--- src/rtl/pulse_stretch.sv ---
// Stretches single-cycle event ticks into fixed-width level pulses with a minimum
// low gap between them; ticks arriving mid-pulse/gap are counted and replayed.
module pulse_stretch #(
  parameter int unsigned N = 20,
  parameter int unsigned G = 20,
  parameter int unsigned P = 3
) (
  input  logic         clk,
  input  logic         reset,
  input  logic         tick_in,
  input  logic         clr_ovf,
  output logic         level_out,
  output logic         busy,
  output logic [P-1:0] pend_cnt,
  output logic         overflow
);

  localparam int unsigned CW = (N > G) ? N : G;
  localparam logic [CW-1:0] ON_LOAD  = CW'((64'd1 << N) - 64'd1);
  localparam logic [CW-1:0] GAP_LOAD = CW'((64'd1 << G) - 64'd1);
  localparam logic [P-1:0]  PEND_MAX = '1;

  typedef enum logic [1:0] {
    IDLE = 2'd0,
    ON   = 2'd1,
    GAP  = 2'd2
  } state_e;

  state_e        state_q, state_d;
  logic [CW-1:0] cnt_q, cnt_d;
  logic [P-1:0]  pend_q, pend_d;
  logic          ovf_q, ovf_d;
  logic          level_q, level_d;
  logic          busy_q, busy_d;
  logic          queue_tick;
  logic          drop;

  always_ff @(posedge clk) begin
    if (reset) begin
      state_q <= IDLE;
      cnt_q   <= '0;
      pend_q  <= '0;
      ovf_q   <= 1'b0;
      level_q <= 1'b0;
      busy_q  <= 1'b0;
    end else begin
      state_q <= state_d;
      cnt_q   <= cnt_d;
      pend_q  <= pend_d;
      ovf_q   <= ovf_d;
      level_q <= level_d;
      busy_q  <= busy_d;
    end
  end

  always_comb begin
    state_d    = state_q;
    cnt_d      = cnt_q;
    pend_d     = pend_q;
    ovf_d      = ovf_q;
    queue_tick = 1'b0;
    drop       = 1'b0;

    case (state_q)
      IDLE: begin
        if (tick_in) begin
          state_d = ON;
          cnt_d   = ON_LOAD;
        end
      end
      ON: begin
        queue_tick = tick_in;
        if (cnt_q == '0) begin
          state_d = GAP;
          cnt_d   = GAP_LOAD;
        end else begin
          cnt_d = cnt_q - CW'(1);
        end
      end
      GAP: begin
        if (cnt_q == '0) begin
          // A queued tick takes priority; a new tick here replaces the consumed one.
          if (pend_q != '0) begin
            state_d = ON;
            cnt_d   = ON_LOAD;
            if (!tick_in) pend_d = pend_q - P'(1);
          end else if (tick_in) begin
            state_d = ON;
            cnt_d   = ON_LOAD;
          end else begin
            state_d = IDLE;
          end
        end else begin
          cnt_d      = cnt_q - CW'(1);
          queue_tick = tick_in;
        end
      end
      default: begin
        state_d = IDLE;
        cnt_d   = '0;
        pend_d  = '0;
      end
    endcase

    if (queue_tick) begin
      if (pend_q == PEND_MAX) drop = 1'b1;
      else                    pend_d = pend_q + P'(1);
    end

    if (clr_ovf) ovf_d = 1'b0;
    if (drop)    ovf_d = 1'b1;

    level_d = (state_d == ON);
    busy_d  = (state_d != IDLE);
  end

  assign level_out = level_q;
  assign busy      = busy_q;
  assign pend_cnt  = pend_q;
  assign overflow  = ovf_q;

endmodule
--- config.mk ---
export PLATFORM = sky130hd
export DESIGN_NAME = pulse_stretch
export DESIGN_NICKNAME = d
export VERILOG_FILES = /design/src/rtl/pulse_stretch.sv
export SDC_FILE = /design/constraint.sdc
export NUM_CORES = 1
export LEC_CHECK = 0
export BUFFER_PORTS_ARGS = -buffer_cell sky130_fd_sc_hd__buf_4
export CAP_MARGIN = 20
export CORE_ASPECT_RATIO = 0.75
export CORE_UTILIZATION = 40
export DETAILED_ROUTE_END_ITERATION = 16
export PLACE_DENSITY = 0.64
export SLEW_MARGIN = 20
export SYNTH_ARGS = -nofsm -noshare
export SYNTH_HDL_FRONTEND = slang
export SYNTH_SLANG_ARGS = --single-unit
--- constraint.sdc ---
create_clock -name clk -period 2.54 [get_ports clk]
set_input_delay 0.508 -clock clk [delete_from_list [all_inputs] [get_ports clk]]
set_output_delay 0.508 -clock clk [all_outputs]
set_load 0.05 [all_outputs]
# Yosys cells after proc, flatten, opt, wreduce, memory -nomap -nowiden

Cells that the tools add are included.

Memory bits (read-only): 0
Memories kept: 0
Input bits: 4
Flip-flop bits (word level): 28
Bits in latches: 0
Word-level logic and storage cells: 42
Memory bits (writable): 0
Output and inout port bits: 6

$mul: 0
Bitwise logic cells: 0
Muxes and demuxes: 23
Magnitude comparators: 0
Shift-type cells: 0
Divide/modulo/power cells: 0
Reductions and logical operators: 6
Equality and inequality tests: 4
Add/subtract/negate cells: 3

Operators by type and width:

| cell                                               | number |
|---|---|
| two-way mux 20 bit                                 | 4 |
| case mux 20 bit (3 select lines)                   | 1 |
| zero test 20 bit                                   | 1 |
| subtractor 20 x 1 -> 20 bit, second input constant | 1 |
| two-way mux 3 bit                                  | 5 |
| two-way mux 1 bit                                  | 7 |
| two-way mux 2 bit                                  | 3 |
| case mux 2 bit (3 select lines)                    | 1 |
| case mux 3 bit (2 select lines)                    | 1 |
| == test 2 x 1 -> 1 bit, second input constant      | 2 |
| nonzero test 2 bit                                 | 2 |
| adder 3 x 1 -> 3 bit, second input constant        | 1 |
| == test 3 bit, second input constant               | 1 |
| nonzero test 3 bit                                 | 1 |
| subtractor 3 x 1 -> 3 bit, second input constant   | 1 |
| == test 2 bit, second input constant               | 1 |
| zero test 2 bit                                    | 1 |
| case mux 1 bit (2 select lines)                    | 1 |
| OR reduction 2 bit                                 | 1 |

# Depth between registers and ports, before layout

Gate-level depths: netlist of run 1.

Depth after elaboration: 7
Depth in mapped cells: 8

# Worst setup path before layout of run 1

No wires, ideal clock.

Path type: register to register
Start: register cnt_q[15]
End: register cnt_q[1]
Data arrival time: 2089 ps
Period minus slack after synthesis: 2204 ps
Library setup time: 115 ps
Slack: 336 ps
Stages on the path, launching flop included: 7
Data required time: 2425 ps
Path through: dfxtp_1 or4_4 or3b_1 buf_2 or2_4 o41a_1 o21a_1

Cells in the longest elaborated chain, start to end: 3
Elaborated cells between the ends (all ways): 4
Classes of those cells: mux: 3; reduce/logical: 1

RTL lines:

| item                                         | line   | text |
|---|---|---|
| start, declared                              | 30     | `logic [CW-1:0] cnt_q, cnt_d;` |
| start signal, assigned                       | 48     | `cnt_q <= cnt_d;` |
| zero test 20 bit *                           | 73, 81 |  |
| two-way mux 20 bit, on equally long branches | 81, 73 |  |
| case mux 20 bit (3 select lines) *           | 64     | `case (state_q)` |

Every way passes the cells marked *; elsewhere a longest branch is shown, timed or not.
A chain may end at the register's enable or synchronous reset.

# Worst setup path in the final report of run 1

Start: register cnt_q[17]
End: register cnt_q[16]

The elaborated chain is that of the path after synthesis.

==> out/results.ini, run 1 <==
[status]
status=finished, final reports clean

[synthesis]
synth_top_area_share_pct=28.6
async_reset_ff_share_pct=0
syn_area_um2=1960
synth_common_cells=o21ai_0, dfxtp_1, a21oi_1, nor2_1, ha_1
yosysSeqAreaShare_pct=28.6
synthCells=245
ys_ff_latch=28
yosysMostFrequentCell=o21ai_0
synth.distinct_cells=52
synth.avg_cell_area_um2=8.01
synth_ff_type=dfxtp_1
yosysWarnings=0
synth.net_count=260
synth_top_cell_by_area=dfxtp_1
synth_edf_count=0
netlist_top_cells_area=dfxtp_1, o21ai_0, ha_1

[die]
num_rows=21
io_pins=10
die_h_um=62.7
die_area_um2=5190
die_x_um=82.9
core_um2=4570
initial_core_util_pct=42.9

[finish]
n_antenna_cell=0
nFillCells=476
multi_input_comb_area_um2=1310
drive_gt1_share_pct=14.1
instances_no_fill=312
layout.nets=272
area_growth_pct=11.4
seq_area_um2=561

[global_routing]
grt_usage_pct=18.6
grt_pass1_wl_um=8050
grt_start_max_net_pins=27
antenna_found_initial=0
grt_overflow=0
grt_pass1_vias=1636

[setup_path]
criticalPathCategory=reg -> reg
cp_max_fo=14
crit_arrival_ns=2.56
crit_buf_inv=0
cp_num_cells=5
cp_slowest_stage_delay_ns=0.56
r2r_cells=5
r2r_slack_ns=0.14
cp.required_ns=2.70
critPathCaptureType=flop
crit_family=simple AND/OR/NAND/NOR gates
slowest_stage=or4_4
crit_chain=or4_4 > or3b_1 > o32a_1 > o311ai_0 > a21oi_1
setup.worst_path.start_class=flop

[placement]
dpl.hpwl_um=3530
port-buffer-count=9
gp_congestion=0.854
dp.cells=309

[timing]
fmax_mhz=417
skew_ns=0.0118
min_period_over_period_pct=94.4
setup_viol=0
hold_viol_final=0
tightest_slew_ns=0.617
min_period_ns=2.40
finalSetupTns_ns=0
drv_slew=0
rsz0062_at_grt=false
slew_headroom_pct=58.3

[clocking]
ctsLongestPathBuffers=2
cts_tree=yes
htree_levels=1
cts_hold_repair.buffers=0
numClockSinks=28
cts_setup_buffers=0
clkTransAtPathRegs_ns=0.10
root_buffer=clkbuf_8
worst_skew_pair.late_latency_ns=0.28
cts_made_buffers=3
cts.repair.resized=0

[detailed_routing]
drt_iter0_markers=151
wl_um=4910
drc=0
via_count=1867
drtAntennaViolNets=0
viasPerCell=5.98
first_pass_iters=4
routedWlPerCell_um=15.7

[power_and_ir_drop]
leakagePower_nw=0.792
peakVddDrop_uv=419
p_per_area_nw_per_um2=577

[worst_hold_path]
hold_class=in -> reg
hold_depth=2

[job]
max_cap_viol_count=0

[metal layers]
layer / up-vias / GRT usage [%] / part of all wire (%)
met1: 874 / 28.2 / 52
li1: 941 / - / -
met3: 4 / 3.43 / 5.5
met2: 48 / 27.8 / 41
met4: 0 / 2.59 / 0.86
met5: - / 0 / 0
[logic make-up after synthesis]
group | Yosys count | synth area share [%]
simple gates | 78 | 23.3
mux | 1 | 0.510
buf+inv | 25 | 5.04
flops | 28 | 28.6
fa+ha+maj | 11 | 7.02
compound gates | 91 | 30.6
xor+xnor | 11 | 4.91
[cells in the final DEF (no fill, tap or decap), types with 2 or more instances in the layout]
| cell | synthesis | layout |
|---|---|---|
| o21ai_0 | 37 | 37 |
| dfxtp_1 | 28 | 28 |
| buf_4 | 0 | 22 |
| a21oi_1 | 17 | 17 |
| nor2_1 | 14 | 14 |
| ha_1 | 11 | 11 |
| inv_1 | 10 | 10 |
| nor3_1 | 10 | 10 |
| nand2_1 | 10 | 10 |
| xnor2_1 | 9 | 9 |
| nand2b_1 | 7 | 7 |
| nand3_1 | 6 | 6 |
| o21a_1 | 4 | 4 |
| a221oi_1 | 4 | 4 |
| nand4_1 | 4 | 4 |
| o31a_1 | 4 | 4 |
| nor4_1 | 4 | 3 |
| o31ai_1 | 3 | 3 |
| nand3b_1 | 3 | 3 |
| o311a_1 | 3 | 3 |
| o211ai_1 | 3 | 3 |
| clkbuf_8 | 0 | 3 |
| nor4_2 | 1 | 2 |
| and2_1 | 2 | 2 |
| o21bai_1 | 2 | 2 |
| or2_2 | 2 | 2 |
| a211o_1 | 2 | 2 |
| or4_1 | 2 | 2 |
| nor4b_1 | 2 | 2 |
| nand4b_1 | 2 | 2 |
| nor2b_1 | 2 | 2 |
| xor2_1 | 2 | 2 |
| a221oi_2 | 2 | 2 |
| o32ai_1 | 2 | 2 |
[power by group]
part           internal [mW]  switching (mW)  total (mW)
combinational          0.194           0.259       0.452
sequential             0.490          0.0672       0.557
clock                  0.107           0.144       0.251
[layout make-up]
class,instances,share of cell area [%]
well taps,57,3.26
clock buffers,3,1.89
inverters,10,1.72
repair buffers,22,7.56
multi-input cells,192,59.9
flip-flops and latches,28,25.7
[final timing paths]
| path | to | start |
|---|---|---|
| worst min register to register | overflow | overflow |
| worst min-delay path | overflow | reset |
| worst max-delay path | cnt_q[16] | cnt_q[17] |
| worst max register to register | cnt_q[16] | cnt_q[17] |
[per-stage QoR]
step	utilization (%)	hold slack (ns)	area, µm²	power (mW)	worst slack, ns
2_1_floorplan	-	0.547	1960	0.882	0.336
3_3_place_gp	46.9	0.460	2140	1.01	0.193
3_5_place_dp	46.9	0.464	2140	1.01	0.172
4_1_cts	47.8	0.434	2180	1.26	0.156
5_1_grt	47.8	0.445	2180	1.34	0.0593
6_report	47.8	0.441	2180	1.26	0.143
[registers in the layout (all words and copies together), names as in the netlist]
name / count
pend_cnt: 3
cnt_q: 20
overflow: 1
busy: 1
state_q: 2
level_out: 1
[worst register-to-register path: stages, from the launching register on]
cell      delay [ns]
dfxtp_1         0.35
or4_4           0.56
or3b_1          0.52
o32a_1          0.55
o311ai_0        0.18
a21oi_1         0.10
Power figures use the tool's default switching activity.
==> run 2: changes to the inputs <==
clock period = 2.8 ns   (was 2.54 ns; I/O delays follow)
==> run 2 against run 1 <==
  * Clock skew fell by 0.0079 ns
  * First-iteration DRC count decreased by 50%
  * Critical endpoint is now cnt_q[10]
  * Highest routed layer unchanged
  * Flip-flop and latch count unchanged
  * Routed wire length is 2.6% lower
  * Non-clock buffer count down 7
  * Sequential share of layout area increased by 0.46 points
==> out/results.ini, run 2 (same netlist as run 1, synthesis figures left out) <==
[placement]
placed_cell_area_um2=2090
dp.cells=302
dp_slack_ns=0.382
gp_congestion=0.826
dpl.hpwl_um=3410
port-buffer-count=9

[global_routing]
antenna_found_initial=0
grt_start_max_net_pins=28
grt_pass1_vias=1680
grt_pass1_wl_um=8150
grt_overflow=0
grt_usage_pct=19.0

[die]
die_h_um=62.7
io_pins=10
die_x_um=82.9
num_rows=21
initial_core_util_pct=42.9
die_area_um2=5190
core_um2=4570

[timing]
rsz0062_at_grt=false
hold_slack_ns=0.478
fmax_mhz=405
drv_slew=0
finalSetupTns_ns=0
tightest_slew_ns=0.644
skew_ns=0.00381
min_period_over_period_pct=88.1
setup_slack_ns=0.332
hold_viol_final=0
slew_headroom_pct=56.5
setup_viol=0
min_period_ns=2.47

[setup_path]
slowest_stage=or4_4
criticalPathCategory=reg -> reg
cp_max_fo=8
r2r-end=cnt_q[10]
critPathLaunch=cnt_q[15]
r2r_start=cnt_q[15]
crit_arrival_ns=2.61
crit_chain=or4_4 > or3b_1 > or2_4 > o22ai_1 > a221oi_1
setup.worst_path.start_class=flop
crit_buf_inv=0
cp-endpoint=cnt_q[10]
cp_slowest_stage_delay_ns=0.55
cp.required_ns=2.94
crit_family=simple AND/OR/NAND/NOR gates
r2r_cells=5
cp_num_cells=5
critPathCaptureType=flop
r2r_slack_ns=0.33

[finish]
regMostFlops=cnt_q
design_area_um2=2150
final_common_cell=o21ai_0
multi_input_comb_area_um2=1310
largest_reg_flops=20
layout_common_cells=o21ai_0, dfxtp_1, a21oi_1
layout.nets=265
n_antenna_cell=0
instances_no_fill=306
fin_util_pct=46.9
seq_area_um2=561
nFillCells=476
drive_gt1_share_pct=12.0
area_growth_pct=9.38

[detailed_routing]
via_count=1852
viasPerCell=6.05
drtAntennaViolNets=0
drc=0
drt_iter0_markers=76
first_pass_iters=4
routedWlPerCell_um=15.6
wl_um=4780

[status]
status=finished, final reports clean

[worst_hold_path]
hp-start=reset
hold_class=in -> reg

[clocking]
htree_levels=1
cts_made_buffers=3
numClockSinks=28
root_buffer=clkbuf_8
ctsLongestPathBuffers=2
cts_hold_repair.buffers=0
worst_skew_pair.late_latency_ns=0.28
cts.repair.resized=0
clkTransAtPathRegs_ns=0.10
cts_setup_buffers=0
cts_tree=yes

[power_and_ir_drop]
p_per_area_nw_per_um2=540
power.total_mw=1.16
leakagePower_nw=0.764
peakVddDrop_uv=332

[job]
max_cap_viol_count=0

-- run 2: worst reg2reg max path, cell delays in order, from the launching register on --
cell and delay [ns]:
dfxtp_1 0.38, or4_4 0.56, or3b_1 0.51, or2_4 0.31
o22ai_1 0.39, a221oi_1 0.18
-- run 2: power by group --
part | internal, mW | total, mW | switching, mW
clock | 0.126 | 0.261 | 0.134
sequential | 0.445 | 0.508 | 0.0630
combinational | 0.162 | 0.391 | 0.228
-- run 2: per-layer routing --
metal  share of wire (%)  global-route usage [%]
met2                  41                    28.4
met5                   0                       0
met1                  53                    27.9
met3                 5.6                    3.83
met4                0.52                    4.31
-- run 2: area by class of cell --
type | instances | share of cell area (%)
clock buffers | 4 | 2.57
inverters | 10 | 1.75
well taps | 57 | 3.32
flip-flops and latches | 28 | 26.1
multi-input cells | 192 | 61.0
repair buffers | 15 | 5.25
-- run 2: worst min-delay path by stage --
stage / endpoint / slack (ns) / cells after the start
6_report: overflow / 0.48 / 2
5_1_grt: overflow / 0.48 / 2
4_1_cts: overflow / 0.47 / 2
3_5_place_dp: overflow / 0.46 / 2
3_3_place_gp: overflow / 0.46 / 2
2_1_floorplan: cnt_q[5] / 0.55 / 2
